### src/rtl/mau_iterative_if.sv
// ============================================================================
// Module      : mau_iterative_if
// Description : Handshake/operand bundle between the control unit and the
//               iterative multiply/divide/accumulate unit.
//               master : start, op, a, b, hi_we, lo_we  ->  unit
//               slave  : busy, done, div_by_zero, hi, lo ->  control unit
// Revision    : 1.0  initial release
// ============================================================================
`default_nettype none

interface mau_iterative_if #(
    parameter int WIDTH = 32
);
    logic             start;
    logic [2:0]       op;
    logic [WIDTH-1:0] a;
    logic [WIDTH-1:0] b;
    logic             hi_we;
    logic             lo_we;
    logic             busy;
    logic             done;
    logic             div_by_zero;
    logic [WIDTH-1:0] hi;
    logic [WIDTH-1:0] lo;

    modport master (
        output start, op, a, b, hi_we, lo_we,
        input  busy, done, div_by_zero, hi, lo
    );

    modport slave (
        input  start, op, a, b, hi_we, lo_we,
        output busy, done, div_by_zero, hi, lo
    );
endinterface

`default_nettype wire

### src/rtl/mau_iterative.sv
// ============================================================================
// Module      : mau_iterative
// Description : Multi-cycle multiply / divide / multiply-accumulate unit that
//               owns the HI/LO registers. One shift-add or restoring-divide
//               step per clock; WIDTH+1 busy cycles per operation.
// Ports       : clk          - clock, rising edge
//               rst          - synchronous reset, active-high
//               bus (slave)  - start/op/a/b/hi_we/lo_we in,
//                              busy/done/div_by_zero/hi/lo out
// Revision    : 1.0  initial release
// ============================================================================
`default_nettype none

module mau_iterative #(
    parameter int WIDTH = 32,
    parameter int CNT_W = $clog2(WIDTH + 1)
) (
    input  wire logic       clk,
    input  wire logic       rst,
    mau_iterative_if.slave  bus
);

    typedef enum logic [1:0] {
        S_IDLE   = 2'd0,
        S_CALC   = 2'd1,
        S_FINISH = 2'd2
    } state_t;

    localparam logic [CNT_W-1:0] c_LAST = CNT_W'(WIDTH - 1);

    state_t              r_state;
    state_t              w_next;
    logic [CNT_W-1:0]    r_cnt;
    logic [2:0]          r_op;
    logic [WIDTH-1:0]    r_opnd;     // |multiplicand| or |divisor|
    logic [WIDTH-1:0]    r_wh;       // partial-product high half / remainder
    logic [WIDTH-1:0]    r_wl;       // multiplier bits / dividend -> quotient
    logic                r_neg_q;    // product or quotient must be negated
    logic                r_neg_r;    // remainder must be negated
    logic                r_dbz;
    logic [WIDTH-1:0]    r_hi;
    logic [WIDTH-1:0]    r_lo;
    logic                r_done;
    logic                r_dbz_pulse;

    // Operand conditioning: odd opcodes are the unsigned variants.
    logic                w_a_neg;
    logic                w_b_neg;
    logic [WIDTH-1:0]    w_a_mag;
    logic [WIDTH-1:0]    w_b_mag;
    logic                w_op_div;
    logic                w_r_div;

    assign w_a_neg  = ~bus.op[0] & bus.a[WIDTH-1];
    assign w_b_neg  = ~bus.op[0] & bus.b[WIDTH-1];
    // Magnitude of the most-negative value is its own bit pattern read unsigned.
    assign w_a_mag  = w_a_neg ? -bus.a : bus.a;
    assign w_b_mag  = w_b_neg ? -bus.b : bus.b;
    assign w_op_div = (bus.op[2:1] == 2'b01);
    assign w_r_div  = (r_op[2:1] == 2'b01);

    // Shift-add step: add multiplicand into the high half when the current
    // multiplier LSB is set, then shift the whole 2*WIDTH pair right.
    logic [WIDTH:0]      w_add_sum;
    assign w_add_sum = {1'b0, r_wh} + (r_wl[0] ? {1'b0, r_opnd} : '0);

    // Restoring step: the shifted remainder is always below 2*divisor, so
    // bit WIDTH of the difference is a clean borrow flag.
    logic [WIDTH:0]      w_shift;
    logic [WIDTH:0]      w_diff;
    assign w_shift = {r_wh, r_wl[WIDTH-1]};
    assign w_diff  = w_shift - {1'b0, r_opnd};

    // Sign fix-up and accumulate.
    logic [2*WIDTH-1:0]  w_mag;
    logic [2*WIDTH-1:0]  w_prod;
    logic [2*WIDTH-1:0]  w_mac;
    logic [WIDTH-1:0]    w_quo;
    logic [WIDTH-1:0]    w_rem;

    assign w_mag  = {r_wh, r_wl};
    assign w_prod = r_neg_q ? -w_mag : w_mag;
    assign w_quo  = r_neg_q ? -r_wl : r_wl;
    assign w_rem  = r_neg_r ? -r_wh : r_wh;

    always_comb begin
        w_mac = w_prod;
        case (r_op[2:1])
            2'b10:   w_mac = {r_hi, r_lo} + w_prod;
            2'b11:   w_mac = {r_hi, r_lo} - w_prod;
            default: w_mac = w_prod;
        endcase
    end

    // Next-state logic.
    always_comb begin
        w_next = r_state;
        case (r_state)
            S_IDLE:   if (bus.start) w_next = S_CALC;
            S_CALC:   if (r_cnt == c_LAST) w_next = S_FINISH;
            S_FINISH: w_next = S_IDLE;
            default:  w_next = S_IDLE;
        endcase
    end

    always_ff @(posedge clk) begin
        if (rst) begin
            r_state     <= S_IDLE;
            r_cnt       <= '0;
            r_op        <= '0;
            r_opnd      <= '0;
            r_wh        <= '0;
            r_wl        <= '0;
            r_neg_q     <= 1'b0;
            r_neg_r     <= 1'b0;
            r_dbz       <= 1'b0;
            r_hi        <= '0;
            r_lo        <= '0;
            r_done      <= 1'b0;
            r_dbz_pulse <= 1'b0;
        end else begin
            r_state     <= w_next;
            r_done      <= 1'b0;
            r_dbz_pulse <= 1'b0;
            case (r_state)
                S_IDLE: begin
                    if (bus.hi_we) r_hi <= bus.a;
                    if (bus.lo_we) r_lo <= bus.a;
                    if (bus.start) begin
                        r_op    <= bus.op;
                        r_opnd  <= w_b_mag;
                        r_wh    <= '0;
                        r_wl    <= w_a_mag;
                        r_neg_q <= w_a_neg ^ w_b_neg;
                        r_neg_r <= w_a_neg;
                        r_dbz   <= w_op_div && (bus.b == '0);
                        r_cnt   <= '0;
                    end
                end
                S_CALC: begin
                    r_cnt <= r_cnt + CNT_W'(1);
                    if (w_r_div) begin
                        r_wh <= w_diff[WIDTH] ? w_shift[WIDTH-1:0] : w_diff[WIDTH-1:0];
                        r_wl <= {r_wl[WIDTH-2:0], ~w_diff[WIDTH]};
                    end else begin
                        r_wh <= w_add_sum[WIDTH:1];
                        r_wl <= {w_add_sum[0], r_wl[WIDTH-1:1]};
                    end
                end
                S_FINISH: begin
                    r_done <= 1'b1;
                    if (w_r_div) begin
                        if (r_dbz) begin
                            r_dbz_pulse <= 1'b1;
                        end else begin
                            r_hi <= w_rem;
                            r_lo <= w_quo;
                        end
                    end else begin
                        {r_hi, r_lo} <= w_mac;
                    end
                end
                default: ;
            endcase
        end
    end

    assign bus.busy        = (r_state != S_IDLE);
    assign bus.done        = r_done;
    assign bus.div_by_zero = r_dbz_pulse;
    assign bus.hi          = r_hi;
    assign bus.lo          = r_lo;

endmodule

`default_nettype wire
### src/flat_wrapper.sv
// flat-port wrapper written by rule: the top's interface ports become plain ports
module mau_iterative_flat 
#(
    parameter int WIDTH = 32,
    parameter int CNT_W = $clog2(WIDTH + 1)
)
  (clk, rst, bus_start, bus_op, bus_a, bus_b, bus_hi_we, bus_lo_we, bus_busy, bus_done, bus_div_by_zero, bus_hi, bus_lo);
  mau_iterative_if #(.WIDTH(WIDTH)) bus_i ();
  input  wire logic clk;
  input  wire logic rst;
  input wire logic [$bits(bus_i.start)-1:0] bus_start;
  input wire logic [$bits(bus_i.op)-1:0] bus_op;
  input wire logic [$bits(bus_i.a)-1:0] bus_a;
  input wire logic [$bits(bus_i.b)-1:0] bus_b;
  input wire logic [$bits(bus_i.hi_we)-1:0] bus_hi_we;
  input wire logic [$bits(bus_i.lo_we)-1:0] bus_lo_we;
  output wire logic [$bits(bus_i.busy)-1:0] bus_busy;
  output wire logic [$bits(bus_i.done)-1:0] bus_done;
  output wire logic [$bits(bus_i.div_by_zero)-1:0] bus_div_by_zero;
  output wire logic [$bits(bus_i.hi)-1:0] bus_hi;
  output wire logic [$bits(bus_i.lo)-1:0] bus_lo;
  assign bus_i.start = bus_start;
  assign bus_i.op = bus_op;
  assign bus_i.a = bus_a;
  assign bus_i.b = bus_b;
  assign bus_i.hi_we = bus_hi_we;
  assign bus_i.lo_we = bus_lo_we;
  assign bus_busy = bus_i.busy;
  assign bus_done = bus_i.done;
  assign bus_div_by_zero = bus_i.div_by_zero;
  assign bus_hi = bus_i.hi;
  assign bus_lo = bus_i.lo;
  mau_iterative #(.WIDTH(WIDTH), .CNT_W(CNT_W)) u_core (.clk(clk), .rst(rst), .bus(bus_i));
endmodule
### config.mk
export PLATFORM = sky130hd
export DESIGN_NAME = mau_iterative_flat
export DESIGN_NICKNAME = d
export VERILOG_FILES = /design/src/rtl/mau_iterative_if.sv /design/src/rtl/mau_iterative.sv /design/src/flat_wrapper.sv
export SDC_FILE = /design/constraint.sdc
export NUM_CORES = 1
export LEC_CHECK = 0
export ABC_CLOCK_PERIOD_IN_PS = 8800
export BUFFER_PORTS_ARGS = -buffer_cell sky130_fd_sc_hd__buf_2
export CORE_UTILIZATION = 55
export CTS_CLUSTER_SIZE = 28
export DETAILED_ROUTE_END_ITERATION = 6
export HOLD_SLACK_MARGIN = 0.06
export PLACE_DENSITY_LB_ADDON = 0.3
export REMOVE_ABC_BUFFERS = 1
export SYNTH_ARGS = -nofsm -noshare
export SYNTH_HDL_FRONTEND = slang
export SYNTH_SLANG_ARGS = --single-unit
### constraint.sdc
create_clock -name clk -period 8.8 [get_ports clk]
set_clock_uncertainty 0.2 [all_clocks]
set_input_delay 2.64 -clock clk [delete_from_list [all_inputs] [get_ports clk]]
set_output_delay 2.64 -clock clk [all_outputs]
set_load 0.005 [all_outputs]
==> metrics.yaml, run 1 <==
status: "completed"
grt_pass1_wl_mm: 117
clock_latency_ns: 0.47
yosys_warnings: 0
ys_top_cells_by_area: "dfxtp_1 17%, ha_1 8.1%, xor2_1 6.7%, xnor2_1 6.5%, a21oi_1 6.0%"
die_y_um: 195
worst_pin_slew_ns: 1.10
crit_fanout: 9
synth_compound_area_frac: 0.310
cp_data_arrival_time_ns: 7.86
r2r-end: "u_core.bus.hi[31]$_SDFFE_PP0P_"
synth_fa_ha_area_frac: 0.0838
start_util: 0.558
port_buffers: 138
slowest_stage: "a311oi_1"
worst_setup_path_start_kind: "register"
rsz0062_at_grt: "false"
grt_usage: 0.393
ys_ff_latch: 175
end_kind: "register"
synth-simple-area-share: 0.224
min_from: "u_core.r_opnd[18]$_SDFFE_PP0P_"
drtPass1Iterations: 6
p_leak_nw: 8.98
powerDensity_nw_per_um2: 136
seq_area_frac_synth: 0.172
synth_top_family_by_area: "compound AO/OA/AOI/OAI gates"
core_um2: 36600
area_growth_pct: 6.40
critPathRequiredTime_ns: 8.98
wl_per_cell_um: 22.7
r2r-start: "u_core.r_wl[0]$_SDFFE_PP0P_"
synth_edf_count: 0
p_total_mw: 2.95
drv_cap: 0
clk_pin_slew_ns: 0.08
dieArea_um2: 37900
yosysUniqueCellTypes: 90
io_pins: 139
place.gp.congestion: 1.02
holdBufCountCts: 0
hold_path_end: "u_core.r_opnd[18]$_SDFFE_PP0P_"
hold_ws_ns: 0.258
finalSetupViolCount: 0
post_cts_buffers: 0
rrSetupSlack_ns: 1.12
hp-class: "register to register"
rows: 70
drt_wl_total_mm: 75.8
cts_tree: "built"
drt_iter0_markers: 2445
ys.flop_type: "dfxtp_1"
crit_type: "register to register"
max_slew_margin: 0.262
grt.overflow.total: 0
cts_resized: 0
detail-route-antenna-nets: 0
die_w_um: 195
antenna_found_initial: 1
n_antenna_cell: 0
drc_errors: 0
reg2reg_depth: 22
syn_avg_cell_area_um2: 7.06
root_buffer: "clkbuf_16"
viasPerCell: 6.65
grt_pass1_vias: 20100
netlist_area_um2: 20400
drive_gt1_frac: 0.0855
nets: 3071
htree_levels: 4
fin_tns_setup_ns: 0
fmax_mhz: 130
cts_buffers: 17
synth_mux_area_frac: 0.0184
critPathMaxStageDelay_ns: 0.79
grt_max_degree: 76
min_period_ns: 7.68
synth_top_area_cell: "dfxtp_1"
synth_top_area_share: 0.172
hold_depth: 2
slew_violations: 0
n_fill_cell: 3517
hold_viol: 0
period_share: 0.873
ir_drop_uv: 146
dr_total_vias: 22200
synth_cells: 2891
async_reset_ff_frac: 0
synth_xor_area_frac: 0.134
crit_chain: "clkinv_1, ha_1, nor4b_2, a41oi_1, a311oi_1, o31a_1, nand3_1, nor4b_2, and3_1, and2_1, a21oi_1, xnor2_1, ha_1, nand4_1, nor3_1, o21ai_0, o311a_1, o31a_1, o21ai_0, a41oi_1, xnor3_1, o32ai_2"
cts_buffer_depth: 2
clock-sinks: 175
dp_hpwl_mm: 58.0
==> power by group <==
group	switching, mW	internal, mW	leakage [nW]
Clock	0.399	0.386	0.280
Combinational	0.791	0.444	7.26
Sequential	0.0910	0.843	1.44
==> metal layers <==
layer	vias to the layer above	share of wire	wire length, µm	track usage
met3	156	0.10	7780	0.0724
met2	1237	0.42	31700	0.586
met4	2	0.044	3370	0.168
met1	10300	0.43	32900	0.549
met5	-	0.00016	12	0
li1	10500	-	-	-
==> registers in the layout, indices dropped and copies added (netlist names) <==
signal,count
u_core.bus.done,1
u_core.r_state,2
u_core.r_wl,32
u_core.r_opnd,32
u_core.bus.div_by_zero,1
u_core.r_dbz,1
u_core.r_op,2
u_core.r_wh,32
u_core.bus.lo,32
u_core.r_neg_r,1
u_core.r_cnt,6
u_core.bus.hi,32
u_core.r_neg_q,1
==> cell usage in the layout (no fill, tap or decap), drive strengths merged, types with 80 or more instances in the layout <==
cell type and count:
nor2 314, a211oi 98, ha 132, nand2 276, o21ai 195, xor2 157, dfxtp 175, nor3 80
a21oi 245, inv 102, xnor2 152, buf 165, a21o 81
==> critical path: cells and delay by family (launching register included) <==
family | cells | cell delay, ns
adder cells (fa/ha/maj) | 2 | 0.68
flip-flops | 1 | 0.43
XOR/XNOR | 2 | 0.39
AND/OR/NAND/NOR | 7 | 2.57
buffers and inverters | 1 | 0.11
AO/OA/AOI/OAI | 10 | 3.17
==> cell families (layout without fill, tap and decap cells) <==
family,after synthesis,in the layout
compound gates,958,958
mux,37,37
xor+xnor,310,310
flops,175,175
fa+ha+maj,135,135
buf+inv,308,294
simple gates,968,968
==> per-stage QoR <==
stage                     instances  area [µm²]   util  setup slack [ns]
after floorplan                2680       19600      -              1.84
after global placement         3313       21100  0.578              1.67
after detailed placement       3313       21100  0.578              1.37
after CTS                      3345       21700  0.594              1.36
after global routing           3345       21700  0.594             0.500
final                          3345       21700  0.594              1.12
==> worst max-delay path by stage <==
stage / startpoint / endpoint / slack (ns) / cells past startpoint
floorplan: u_core.r_neg_q$_SDFFE_PP0P_ / u_core.bus.hi[20]$_SDFFE_PP0P_ / 1.84 / 20
CTS: u_core.r_wl[0]$_SDFFE_PP0P_ / u_core.bus.hi[31]$_SDFFE_PP0P_ / 1.36 / 22
global route: u_core.r_wl[0]$_SDFFE_PP0P_ / u_core.bus.hi[27]$_SDFFE_PP0P_ / 0.50 / 22
global placement: u_core.r_wl[0]$_SDFFE_PP0P_ / u_core.bus.hi[31]$_SDFFE_PP0P_ / 1.67 / 22
finish: u_core.r_wl[0]$_SDFFE_PP0P_ / u_core.bus.hi[31]$_SDFFE_PP0P_ / 1.12 / 22
detailed placement: u_core.r_wl[0]$_SDFFE_PP0P_ / u_core.bus.hi[27]$_SDFFE_PP0P_ / 1.37 / 22
==> cell usage after synthesis (21+ instances only) <==
master / count
nor2_1: 314
nand2_1: 276
a21oi_1: 244
o21ai_0: 191
clkbuf_1: 177
dfxtp_1: 175
xor2_1: 157
xnor2_1: 152
ha_1: 132
a211oi_1: 98
inv_1: 95
a21o_1: 81
nor3_1: 79
nand3_1: 55
a311oi_1: 49
a31oi_1: 39
mux2i_1: 33
nand4_1: 32
o31ai_1: 31
nand2b_1: 30
or3_1: 29
nor4_1: 27
nor2b_1: 25
o21a_1: 25
o211ai_1: 24
a22oi_1: 21
o21bai_1: 21
==> cell type report <==
class | instances | area, µm² | share of cell area
Inverter | 97 | 364 | 0.0168
Tap cell | 468 | 586 | 0.0269
Multi-Input combinational cell | 2408 | 15800 | 0.727
Clock inverter | 14 | 146 | 0.00674
Sequential cell | 175 | 3510 | 0.161
Clock buffer | 18 | 439 | 0.0202
Timing Repair Buffer | 165 | 896 | 0.0412
No activity file was read; power rests on OpenSTA's default activity.
==> inputs of run 2 (changes only) <==
--- a/config.mk
+++ b/config.mk
@@ -5,9 +5,11 @@
 export SDC_FILE = /design/constraint.sdc
 export NUM_CORES = 1
 export LEC_CHECK = 0
+export ABC_AREA = 1
 export ABC_CLOCK_PERIOD_IN_PS = 8800
 export BUFFER_PORTS_ARGS = -buffer_cell sky130_fd_sc_hd__buf_2
-export CORE_UTILIZATION = 55
+export CORE_UTILIZATION = 38
+export CTS_BUF_LIST = sky130_fd_sc_hd__clkbuf_4 sky130_fd_sc_hd__clkbuf_8
 export CTS_CLUSTER_SIZE = 28
 export DETAILED_ROUTE_END_ITERATION = 6
 export HOLD_SLACK_MARGIN = 0.06
==> run 2 against run 1 <==
  * The run now ends with design-rule violations left
  * Clock power shrank 14%
  * Routed wire length grew 29%
  * Clock-buffer cell count grew 1
  * Via count grew 23%
  * Register-to-register slack gained 0.77 ns
  * Hold slack gained 0.024 ns
  * Synthesized cell count grew 39%
  * Maximum frequency grew 11%
  * Area after synthesis grew 12%
  * Largest cell class unchanged
  * First-iteration DRC count grew 28%
  * Largest power group unchanged
  * Cell count grew 46%
==> metrics.yaml, run 2 <==
status: "finished, violations left"
violations: "design-rule violations"
r2r-start: "u_core.r_neg_q$_SDFFE_PP0P_"
r2r-end: "u_core.bus.hi[21]$_SDFFE_PP0P_"
clock_latency_ns: 0.61
power_frac_comb: 0.536
async_reset_ff_frac: 0
cts_resized: 0
start_util: 0.386
synth_top_area_share: 0.153
holdBufCountCts: 0
htree_levels: 4
end_kind: "register"
reg2reg_depth: 31
port_buffers: 138
ys_ff_latch: 175
cp_data_arrival_time_ns: 7.25
wl_per_cell_um: 20.1
hp-class: "register to register"
yosysUniqueCellTypes: 61
cts_buffer_depth: 2
drc_errors: 5
crit_type: "register to register"
netlist_area_um2: 22900
fin_util: 0.416
p_leak_nw: 12.0
grt.overflow.total: 0
fin_tns_setup_ns: 0
crit_fanout: 49
ys_top_cells_by_area: "dfxtp_1 15%, nand2_1 14%, a21oi_1 9.0%, inv_1 8.8%, o21ai_0 8.5%"
p_total_mw: 3.49
post_cts_buffers: 0
synth_edf_count: 0
fin_area_um2: 24700
dr_total_vias: 27300
antenna_found_initial: 3
worst_pin_slew_ns: 1.01
p_seq_frac: 0.272
seq_area_frac_synth: 0.153
min_from: "u_core.r_cnt[5]$_SDFFE_PP0P_"
cts_buffers: 17
detail-route-antenna-nets: 0
critPathRequiredTime_ns: 9.13
slowest_stage: "dfxtp_2"
powerDensity_nw_per_um2: 142
die_w_um: 247
finalSetupViolCount: 0
clock-sinks: 175
viasPerCell: 5.61
synth_cells: 4032
clk_pin_slew_ns: 0.11
critPathMaxStageDelay_ns: 0.90
grt_pass1_vias: 24800
drv_cap: 0
core_um2: 59200
yosys-top-cells-count: "871 x nand2_1, 534 x inv_1, 511 x nor2_1"
nets: 4288
grt_usage: 0.318
rrSetupSlack_ns: 1.89
drtPass1Iterations: 7
grt_max_degree: 69
final_common_cell: "nand2_1"
fmax_mhz: 145
syn_avg_cell_area_um2: 5.68
p_switching_mw: 1.80
max_slew_margin: 0.327
power_switching_share: 0.514
io_pins: 139
intPower_mw: 1.70
rows: 89
hold_viol: 0
drive_gt1_frac: 0.0789
hold_path_end: "u_core.r_cnt[5]$_SDFFE_PP0P_"
drt_wl_total_mm: 98.0
rsz0062_at_grt: "false"
ys.flop_type: "dfxtp_1"
dieArea_um2: 61200
hold_depth: 1
slew_violations: 0
place.gp.congestion: 1.04
area_growth_pct: 7.82
p_clk_frac: 0.193
worst_setup_path_start_kind: "register"
root_buffer: "clkbuf_8"
period_share: 0.786
yosys_warnings: 0
final_cell_mix: "871 x nand2_1, 533 x inv_1, 505 x nor2_1"
synth.most_common_cell: "nand2_1"
place_area_um2: 24300
grt_pass1_wl_mm: 148
synth_top_area_cell: "dfxtp_1"
drt_iter0_markers: 3127
dp_hpwl_mm: 77.7
ir_drop_uv: 132
die_y_um: 247
cts_tree: "built"
min_period_ns: 6.91
-- run 2: changes by cell type after synthesis, sizes merged, moves of 147 or more --
cell	change
nand2	+627
inv	+449
nor2	+228
o21ai	+207
a21oi	+170
nand3	+147
-- run 2: how the worst max path moves through the flow --
| stage | startpoint | to | cells after the start |
|---|---|---|---|
| 2_1_floorplan | bus_start | u_core.r_wl[29]$_SDFFE_PP0P_ | 5 |
| 3_3_place_gp | u_core.r_neg_q$_SDFFE_PP0P_ | u_core.bus.hi[21]$_SDFFE_PP0P_ | 31 |
| 3_5_place_dp | u_core.r_neg_q$_SDFFE_PP0P_ | u_core.bus.hi[5]$_SDFFE_PP0P_ | 24 |
| 4_1_cts | u_core.r_neg_q$_SDFFE_PP0P_ | u_core.bus.hi[23]$_SDFFE_PP0P_ | 29 |
| 5_1_grt | u_core.r_neg_q$_SDFFE_PP0P_ | u_core.bus.hi[21]$_SDFFE_PP0P_ | 31 |
| 6_report | u_core.r_neg_q$_SDFFE_PP0P_ | u_core.bus.hi[21]$_SDFFE_PP0P_ | 31 |
-- run 2: worst max-delay path: cells and delay by family, from the launching register on --
| family | cells | cell delay [ns] |
|---|---|---|
| simple gates | 13 | 2.09 |
| compound gates | 13 | 2.44 |
| fa+ha+maj | 1 | 0.35 |
| flops | 1 | 0.90 |
| buf+inv | 4 | 0.81 |
-- run 2: final cells by class --
type / count / area (µm²)
Antenna cell: 1 / 2.50
Multi-Input combinational cell: 3172 / 16800
Sequential cell: 175 / 3510
Inverter: 548 / 2060
Fill cell: 6720 / 34600
Timing Repair Buffer: 167 / 908
Clock buffer: 19 / 262
Tap cell: 773 / 967
Clock inverter: 13 / 151
-- run 2: through the flow --
stage          cells  hold slack [ns]  setup WS (ns)
6_report        4868            0.283           1.89
4_1_cts         4867            0.275           2.15
5_1_grt         4868            0.287           1.38
3_3_place_gp    4835            0.259           2.13
2_1_floorplan   3895            0.234          0.624
3_5_place_dp    4835            0.259           2.19
-- run 2: metal layers --
metal / part of all wire / GRT usage
met5: 0.00013 / 0
met4: 0.053 / 0.162
met3: 0.089 / 0.0528
met2: 0.42 / 0.470
met1: 0.44 / 0.441
-- run 2: cell families (layout without fill, tap and decap cells) --
logic type	Yosys count	count (layout)	synth area share
xor gates and xnor gates	144	144	0.0554
AOI/OAI and AO/OA	1072	1072	0.264
other	0	1	0
DFF	175	175	0.153
and+or+nand+nor	1821	1821	0.339
adders and majority gates	135	135	0.0748
buffers and inverters	685	747	0.114
-- run 2: power by group through the flow --
| stage | logic [mW] | registers (mW) | clock network, mW |
|---|---|---|---|
| 3_5_place_dp | 1.81 | 0.963 | 0 |
| 3_3_place_gp | 1.81 | 0.965 | 0 |
| 2_1_floorplan | 1.25 | 0.939 | 0 |
| 4_1_cts | 1.82 | 0.945 | 0.687 |
| 5_1_grt | 2.06 | 0.956 | 0.709 |
| 6_report | 1.87 | 0.949 | 0.673 |
